`config.mk`:
```
export PLATFORM = sky130hd
export DESIGN_NAME = fpga_status_led_ctrl
export DESIGN_NICKNAME = d
export VERILOG_FILES = /design/src/rtl/fpga_status_led_ctrl.sv
export SDC_FILE = /design/constraint.sdc
export NUM_CORES = 1
export LEC_CHECK = 0
export BUFFER_PORTS_ARGS = -buffer_cell sky130_fd_sc_hd__buf_4
export CAP_MARGIN = 20
export CORE_MARGIN = 3
export CORE_UTILIZATION = 53
export DETAILED_ROUTE_END_ITERATION = 7
export PLACE_DENSITY = 0.79
export SYNTH_ARGS = -nofsm -noshare
export SYNTH_HDL_FRONTEND = slang
export SYNTH_SLANG_ARGS = --single-unit
```
`constraint.sdc`:
```
create_clock -name clk_i -period 2.6 [get_ports clk_i]
set_input_delay 0.39 -clock clk_i [delete_from_list [all_inputs] [get_ports clk_i]]
set_output_delay 0.39 -clock clk_i [all_outputs]
set_load 0.005 [all_outputs]
```
`src/rtl/fpga_status_led_ctrl.sv`:
```
// Board status-LED controller: heartbeat, alive indicator, sticky exit status, blink-code readout.
// Optional LED_PWM_DIM_EN adds registered PWM dimming of every led_o bit from duty_i.
module fpga_status_led_ctrl #(
   parameter int CLK_LED_COUNT_LENGTH = 27,
   parameter int NUM_LEDS             = 4,
   parameter int EXIT_WIDTH           = 32,
   parameter int PWM_WIDTH            = 8
) (
   input  logic                  clk_i,
   input  logic                  rst_ni,
   input  logic                  exit_valid_i,
   input  logic [EXIT_WIDTH-1:0] exit_value_i,
   input  logic                  clear_i,
   input  logic [PWM_WIDTH-1:0]  duty_i,
   output logic [NUM_LEDS-1:0]   led_o,
   output logic                  exit_value_o,
   output logic [1:0]            state_o,
   output logic                  tick_o
);

   localparam int L = CLK_LED_COUNT_LENGTH;
   // Keep only the code bits anything looks at: the blink nibble and the mirrored LED bits.
   localparam int CODE_W = (NUM_LEDS - 3 > 4) ? NUM_LEDS - 3 : 4;

   typedef enum logic [1:0] {
      ST_RUN  = 2'd0,
      ST_PASS = 2'd1,
      ST_FAIL = 2'd2
   } state_e;

   state_e              state_q, state_d;
   logic [L-1:0]        cnt_q;
   logic                alive_q;
   logic                exit_valid_q;
   logic [CODE_W-1:0]   code_q, code_d;
   logic                on_q, on_d;
   logic                pausing_q, pausing_d;
   logic [4:0]          pulse_q, pulse_d;
   logic [2:0]          pause_q, pause_d;

   logic                tick;
   logic                rise;
   logic [4:0]          n_pulses;
   logic [NUM_LEDS-1:0] led_raw;

   assign tick     = &cnt_q[L-3:0];
   assign rise     = exit_valid_i & ~exit_valid_q;
   assign n_pulses = (code_q[3:0] == 4'd0) ? 5'd16 : {1'b0, code_q[3:0]};

   always_ff @(posedge clk_i or negedge rst_ni) begin
      if (!rst_ni) begin
         cnt_q        <= '0;
         alive_q      <= 1'b0;
         exit_valid_q <= 1'b0;
         state_q      <= ST_RUN;
         code_q       <= '0;
         on_q         <= 1'b0;
         pausing_q    <= 1'b0;
         pulse_q      <= '0;
         pause_q      <= '0;
      end else begin
         cnt_q        <= cnt_q + 1'b1;
         alive_q      <= 1'b1;
         exit_valid_q <= exit_valid_i;
         state_q      <= state_d;
         code_q       <= code_d;
         on_q         <= on_d;
         pausing_q    <= pausing_d;
         pulse_q      <= pulse_d;
         pause_q      <= pause_d;
      end
   end

   always_comb begin
      state_d   = state_q;
      code_d    = code_q;
      on_d      = on_q;
      pausing_d = pausing_q;
      pulse_d   = pulse_q;
      pause_d   = pause_q;

      case (state_q)
         ST_RUN: begin
            if (rise) begin
               state_d = (exit_value_i == '0) ? ST_PASS : ST_FAIL;
               code_d  = exit_value_i[CODE_W-1:0];
            end
         end
         ST_PASS: ;
         ST_FAIL: begin
            // One slot per tick: N x (ON, OFF), then four OFF pause slots.
            if (tick) begin
               if (on_q) begin
                  on_d = 1'b0;
               end else if (pausing_q) begin
                  if (pause_q == 3'd3) begin
                     pausing_d = 1'b0;
                     pause_d   = '0;
                     on_d      = 1'b1;
                     pulse_d   = 5'd1;
                  end else begin
                     pause_d = pause_q + 3'd1;
                  end
               end else if (pulse_q == n_pulses) begin
                  pausing_d = 1'b1;
                  pause_d   = '0;
                  pulse_d   = '0;
               end else begin
                  on_d    = 1'b1;
                  pulse_d = pulse_q + 5'd1;
               end
            end
         end
         default: begin
            state_d = ST_RUN;
            code_d  = '0;
         end
      endcase

      if (state_q != ST_FAIL || clear_i) begin
         on_d      = 1'b0;
         pausing_d = 1'b0;
         pulse_d   = '0;
         pause_d   = '0;
      end

      if (clear_i) begin
         state_d = ST_RUN;
         code_d  = '0;
      end
   end

   always_comb begin
      led_raw    = '0;
      led_raw[0] = cnt_q[L-1];
      led_raw[1] = alive_q;
      led_raw[2] = (state_q == ST_PASS) | ((state_q == ST_FAIL) & on_q);
      for (int k = 3; k < NUM_LEDS; k++) begin
         led_raw[k] = code_q[k-3];
      end
   end

   assign exit_value_o = code_q[0];
   assign state_o      = state_q;
   assign tick_o       = tick;

`ifdef LED_PWM_DIM_EN
   logic [PWM_WIDTH-1:0] pwm_cnt_q;
   logic [NUM_LEDS-1:0]  led_q;

   always_ff @(posedge clk_i or negedge rst_ni) begin
      if (!rst_ni) begin
         pwm_cnt_q <= '0;
         led_q     <= '0;
      end else begin
         pwm_cnt_q <= pwm_cnt_q + 1'b1;
         led_q     <= led_raw & {NUM_LEDS{pwm_cnt_q < duty_i}};
      end
   end

   assign led_o = led_q;
`else
   logic unused_duty;
   assign unused_duty = ^duty_i;
   assign led_o       = led_raw;
`endif

endmodule

```
==> out/metrics.csv, run 1 <==
stage,metric,value,unit
worst_setup_path,required time of the critical path,2.79,ns
synth,main combinational cell family by area after synthesis,simple AND/OR/NAND/NOR gates,
min_path,worst hold path class,in -> async,
global_routing,grt ovf,0,
synth,Post-Synth Adder-Cell Area,0.0334,
worst_setup_path,startpoint type of the worst setup path,flip-flop,
worst_setup_path,reg2reg setup slack,0.34,ns
die,Initial Util,0.554,
layout,fin cells,310,
sta,final setup TNS,0,ns
placement,Placed Area,2620,um2
status,status,completed,
worst_setup_path,Crit Path Class,reg -> reg,
layout,n_diodes,0,
synth,synthesized-area fraction occupied by and/or/nand/nor cells,0.225,
clocking,number of H-tree levels,2,
pwr,P per Cell Area,453,nW/um2
sta,f_max,442,MHz
synth,Post-Synth XOR/XNOR Area,0.117,
die,Die Span Y,71.1,um
clocking,Worst-path clk slew,0.08,ns
global_routing,largest net degree at the start of global routing,46,
placement,dpl hpwl,3.21,mm
worst_setup_path,crit path DAT,2.45,ns
layout,share of layout cells above drive strength 1,0.231,
routing,DRT antenna net count,0,
clocking,CTS tree,done,
clocking,TritonCTS Sinks,45,
routing,Total Wirelength,4.20,mm
worst_setup_path,Worst setup EP type,flip-flop,
synth,synth unique cells,42,
sta,Slew Limit Fails,0,
placement,routability-driven placement congestion ratio,0.814,
clocking,postcts setup bufs,0,
routing,drt initial violations,84,
clocking,Clock Tree Root,clkbuf_8,
die,Die Footprint,5060,um2
die,Core Region,4060,um2
clocking,Max clock buf depth,2,
die,placement row count,23,
placement,port bufs,43,
sta,worst-margin pin slew,0.659,ns
layout,most frequent cells in the layout,"47 x buf_4, 45 x dfrtp_1, 17 x nand2_1, 17 x xnor2_1, 13 x xor2_1",
global_routing,Tot GR Track Use,0.181,
synth,top_reg_cell synth,dfrtp_1,
routing,DRC viols,0,
pwr,Net Sw Power,0.000278,W
sta,number of setup violations in the final report,0,
placement,Inst Count DP,302,
routing,DR pass1 iterations,4,
clocking,Hold Buf Count CTS,0,
sta,fin crit share,0.869,
pwr,peak supply drop,0.373,mV
clocking,# resized after CTS,0,
layout,Layout Nets,309,
sta,Tmin final,2.26,ns
synth,"FFs w/ async S/R, synth",1.00,
routing,vias per inst,5.42,
worst_setup_path,path depth of the worst reg2reg path,6,
synth,Mapped Nets,261,
clocking,Clock Latency Late Sink,0.30,ns
layout,Layout area overhead,20.3,%
synth,Synth Instances,211,
pwr,LEAKAGE,1.35,nW
pwr,Reg power frac,0.579,
clocking,Num CTS Buffers,5,
worst_setup_path,beginning of the critical path,cnt_q[0],
pwr,Sw Share,0.227,
run,# Max-Cap Violations,0,
synth,post-synthesis compound-gate area fraction,0.0835,
synth,post-synthesis average cell area,10.7,um2
synth,share of the synthesized area in the top cell type,0.501,
worst_setup_path,worst r2r dst,pulse_q[0],
pwr,Clock Power Share,0.336,
sta,final hold violations,0,
global_routing,initial antenna violation count,0,
synth,Mapped Area,2250,um2
synth,synth warn,0,
worst_setup_path,R2R Path Start,cnt_q[0],
routing,DR vias,1680,
synth,synthesis-stage register bit count,45,
die,chip width,71.1,um
worst_setup_path,critical path peak fanout,5,
synth,largest area contributor in the netlist,dfrtp_1,
synth,"top cells by area, synth","dfrtp_1 50%, xnor2_1 6.6%, xor2_1 5.1%",
pwr,Comb pwr share,0.085,
global_routing,vias in the first global route,1627,
layout,"most common cell after layout, fill and taps aside",buf_4,
layout,# fillers,336,
layout,final instance area,2710,um2
sta,RSZ-0062 raised after global routing,false,
sta,clk_skew,0.00964,ns
pwr,P_int,0.000948,W
die,IO Count,52,
synth,sequential share of the synthesized area,0.501,
synth,post-synthesis mux area share,0.00668,
global_routing,first-pass GRT wire length,7.18,mm
synth,Post-synth EDFFs,0,
routing,drt wl/cell,13.5,um
sta,slew margin rel.,0.558,
critical path, stage by stage (launching register included):
cell     delay, ns
dfrtp_1       0.39
ha_1          0.20
nand3_1       0.17
or3_4         0.39
or4_4         0.52
mux2_4        0.27
o221a_1       0.22
how the worst max path moves through the flow:
stage	end	slack [ns]	cells past startpoint
after floorplan	pulse_q[0]	0.45	6
after global placement	pulse_q[0]	0.36	6
after detailed placement	pulse_q[0]	0.32	6
after CTS	pulse_q[0]	0.31	6
after global routing	pulse_q[0]	0.21	6
final	pulse_q[0]	0.34	6
power groups by stage:
stage	Combinational [W]	Sequential (W)	Clock, W
2_1_floorplan	0.0000384	0.000723	0
3_3_place_gp	0.000103	0.000724	0
3_5_place_dp	0.000105	0.000724	0
4_1_cts	0.000106	0.000710	0.000422
5_1_grt	0.000117	0.000711	0.000453
6_report	0.000105	0.000710	0.000412
cell usage after synthesis, drive strengths merged (7+ instances only):
master / count
inv: 8
nor4: 12
nand2: 18
dfrtp: 45
a21oi: 7
and3: 7
nand3: 12
xnor2: 17
xor2: 13
nor2: 10
per-layer routing:
| metal | share of wire | routed length [um] | vias up | GRT usage |
|---|---|---|---|---|
| met5 | 0 | 0 | - | 0 |
| li1 | - | - | 842 | - |
| met2 | 0.52 | 2160 | 10 | 0.292 |
| met1 | 0.45 | 1890 | 823 | 0.236 |
| met3 | 0.019 | 79 | 5 | 0.0341 |
| met4 | 0.016 | 66 | 0 | 0.0814 |
cell families after synthesis:
group | after synthesis
AOI/OAI and AO/OA | 27
xor gates and xnor gates | 30
adders and majority gates | 6
buffers and inverters | 14
DFF | 45
muxes | 1
other | 1
and+or+nand+nor | 87
stage by stage:
stage           util  setup WS, ns  total power [W]  hold WS, ns
4_1_cts        0.667         0.312          0.00124       0.0925
5_1_grt        0.667         0.206          0.00128        0.117
3_3_place_gp   0.646         0.364         0.000827        0.414
6_report       0.667         0.340          0.00123       0.0649
2_1_floorplan      -         0.452         0.000762       0.0944
3_5_place_dp   0.646         0.317         0.000830        0.420
final cells by class:
| type | instances | area [um2] | share of cell area |
|---|---|---|---|
| clock inverter | 2 | 10.0 | 0.00370 |
| multi-input combinational | 152 | 1050 | 0.389 |
| clock buffer | 6 | 72.6 | 0.0268 |
| tap | 50 | 62.6 | 0.0231 |
| timing repair buffer | 47 | 353 | 0.130 |
| sequential | 45 | 1130 | 0.416 |
| inverter | 8 | 30.0 | 0.0111 |
registers in the layout, indices dropped and copies added, names as in the netlist:
signal / cells
cnt_q: 27
alive_q: 1
state_o: 2
exit_valid_q: 1
pause_q: 3
code_q: 4
on_q: 1
pausing_q: 1
pulse_q: 5
(Power assumes the default switching activity.)
==> inputs of run 2 (changes only) <==
--- a/config.mk
+++ b/config.mk
@@ -8,9 +8,10 @@
 export BUFFER_PORTS_ARGS = -buffer_cell sky130_fd_sc_hd__buf_4
 export CAP_MARGIN = 20
 export CORE_MARGIN = 3
-export CORE_UTILIZATION = 53
+export CORE_UTILIZATION = 55
+export CTS_BUF_LIST = sky130_fd_sc_hd__clkbuf_2
 export DETAILED_ROUTE_END_ITERATION = 7
-export PLACE_DENSITY = 0.79
+export PLACE_DENSITY = 0.81
 export SYNTH_ARGS = -nofsm -noshare
 export SYNTH_HDL_FRONTEND = slang
 export SYNTH_SLANG_ARGS = --single-unit
==> out/metrics.csv, run 2 (synthesis results as in run 1) <==
stage,metric,value,unit,change
pwr,LEAKAGE,1.34,nW,-0.77%
die,Die Span Y,69.9,um,-1.7%
layout,max reg flops,27,,unchanged
sta,fin crit share,0.922,,+0.0532
placement,Inst Count DP,300,,-0.66%
layout,Top Registers,"cnt_q: 27 flops, pulse_q: 5 flops, code_q: 4 flops",,
global_routing,initial antenna violation count,0,,unchanged
layout,Layout Nets,310,,+0.32%
clocking,CTS tree,done,,
sta,clk_skew,0.0121,ns,+0.00247 ns
routing,drt wl/cell,14.1,um,+4.1%
run,# Max-Cap Violations,0,,unchanged
worst_setup_path,beginning of the critical path,cnt_q[0],,
worst_setup_path,critical path peak fanout,7,,+2
clocking,postcts setup bufs,0,,unchanged
global_routing,Tot GR Track Use,0.189,,+0.00844
sta,slew margin rel.,0.597,,+0.0385
routing,DRT antenna net count,0,,unchanged
sta,Tmin final,2.40,ns,+0.138 ns
min_path,worst hold path class,in -> reg,,
placement,port bufs,43,,unchanged
routing,DR vias,1725,,+2.7%
worst_setup_path,Worst setup EP type,output pin,,
sta,worst-margin pin slew,0.601,ns,-0.0575 ns
sta,f_max,417,MHz,-5.8%
clocking,Worst-path clk slew,0.22,ns,+0.14 ns
routing,Total Wirelength,4.36,mm,+3.8%
global_routing,vias in the first global route,1752,,+7.7%
clocking,Hold Buf Count CTS,1,,+1
min_path,hold_sp,exit_valid_i,,
routing,DRC viols,0,,unchanged
clocking,Num CTS Buffers,5,,unchanged
routing,vias per inst,5.58,,+3.0%
pwr,P per Cell Area,412,nW/um2,-9.2%
layout,fin cells,309,,-0.32%
global_routing,grt ovf,0,,unchanged
layout,"most common cell after layout, fill and taps aside",buf_4,,
placement,routability-driven placement congestion ratio,0.793,,-2.6%
clocking,Max clock buf depth,2,,unchanged
clocking,# resized after CTS,0,,unchanged
sta,final setup TNS,0,ns,unchanged
clocking,Clock Tree Root,clkbuf_2,,
routing,DR pass1 iterations,4,,unchanged
sta,final hold violations,0,,unchanged
placement,dpl hpwl,3.35,mm,+4.3%
layout,n_diodes,0,,unchanged
layout,Top reg by flops,cnt_q,,
sta,number of setup violations in the final report,0,,unchanged
worst_setup_path,required time of the critical path,2.21,ns,-0.58 ns
die,chip width,69.9,um,-1.7%
worst_setup_path,Crit Path Class,reg -> out,,
global_routing,largest net degree at the start of global routing,46,,unchanged
clocking,TritonCTS Sinks,45,,unchanged
die,placement row count,22,,-4.3%
global_routing,first-pass GRT wire length,7.51,mm,+4.6%
worst_setup_path,startpoint type of the worst setup path,flip-flop,,
worst_setup_path,R2R Path Start,cnt_q[0],,
routing,drt initial violations,62,,-26%
die,Die Footprint,4890,um2,-3.3%
sta,Slew Limit Fails,0,,unchanged
layout,Layout area overhead,18.9,%,
clocking,Clock Latency Late Sink,0.40,ns,+0.10 ns
die,IO Count,52,,unchanged
die,Initial Util,0.592,,+0.0378
layout,most frequent cells in the layout,"47 x buf_4, 45 x dfrtp_1, 17 x nand2_1, 17 x xnor2_1, 13 x xor2_1",,
clocking,number of H-tree levels,2,,unchanged
layout,share of layout cells above drive strength 1,0.230,,-0.000884
sta,RSZ-0062 raised after global routing,false,,
die,Core Region,3800,um2,-6.4%
status,status,completed,,
worst_setup_path,crit path DAT,2.01,ns,-0.44 ns
pwr,peak supply drop,0.209,mV,-44%
## run 2: changes by cell type in the layout (fill, tap and decap cells not counted), sizes merged
cell | previous run | this run
clkbuf | 6 | 5
clkinv | 2 | 3
dlygate4sd3 | 0 | 1
## run 2: critical path: stages (launching register included)
cell,delay [ns]
dfrtp_1,0.44
ha_1,0.21
nand3_1,0.18
nor3_1,0.18
buf_4,0.18
nand3_1,0.11
nor2_1,0.16
buf_4,0.13
## run 2: final timing paths
kind / end / slack [ns] / depth (start not counted)
worst max-delay path: tick_o / 0.20 / 7
worst min-delay path: exit_valid_q / 0.09 / 1
worst max register to register: pulse_q[0] / 0.28 / 6
worst min register to register: cnt_q[14] / 0.48 / 1
max in group asynchronous: state_o[0] / 1.75 / 2
min in group asynchronous: cnt_q[14] / 0.48 / 2
## run 2: final cells by class
class                           instances  area, um2
Timing Repair Buffer                   48        363
Multi-Input combinational cell        152       1050
Sequential cell                        45       1130
Fill cell                             302       1130
Clock buffer                            5       25.0
Tap cell                               48       60.1
Inverter                                8       30.0
Clock inverter                          3       17.5
## run 2: layer usage
layer | wire length, um | vias to the layer above | track usage | share of wire
li1 | - | 847 | - | -
met1 | 1960 | 831 | 0.231 | 0.45
met2 | 2170 | 39 | 0.328 | 0.50
met3 | 161 | 8 | 0.0446 | 0.037
met4 | 65 | 0 | 0.0617 | 0.015
met5 | 0 | - | 0 | 0
## run 2: stage by stage
stage,util,total power (W),area [um2],setup slack (ns),hold slack (ns)
2_1_floorplan,-,0.000762,2250,0.452,0.0944
3_3_place_gp,0.690,0.000826,2620,0.354,0.412
3_5_place_dp,0.690,0.000830,2620,0.300,0.416
4_1_cts,0.704,0.00111,2670,0.189,0.0827
5_1_grt,0.704,0.00115,2670,0.0170,0.0621
6_report,0.704,0.00110,2670,0.202,0.0943
## run 2: power breakdown
| group | switching (W) | internal, W | leakage, nW |
|---|---|---|---|
| Sequential | 0.00000531 | 0.000707 | 0.608 |
| Clock | 0.000218 | 0.0000638 | 0.0304 |
| Combinational | 0.0000484 | 0.0000574 | 0.700 |
| Total | 0.000272 | 0.000828 | 1.34 |
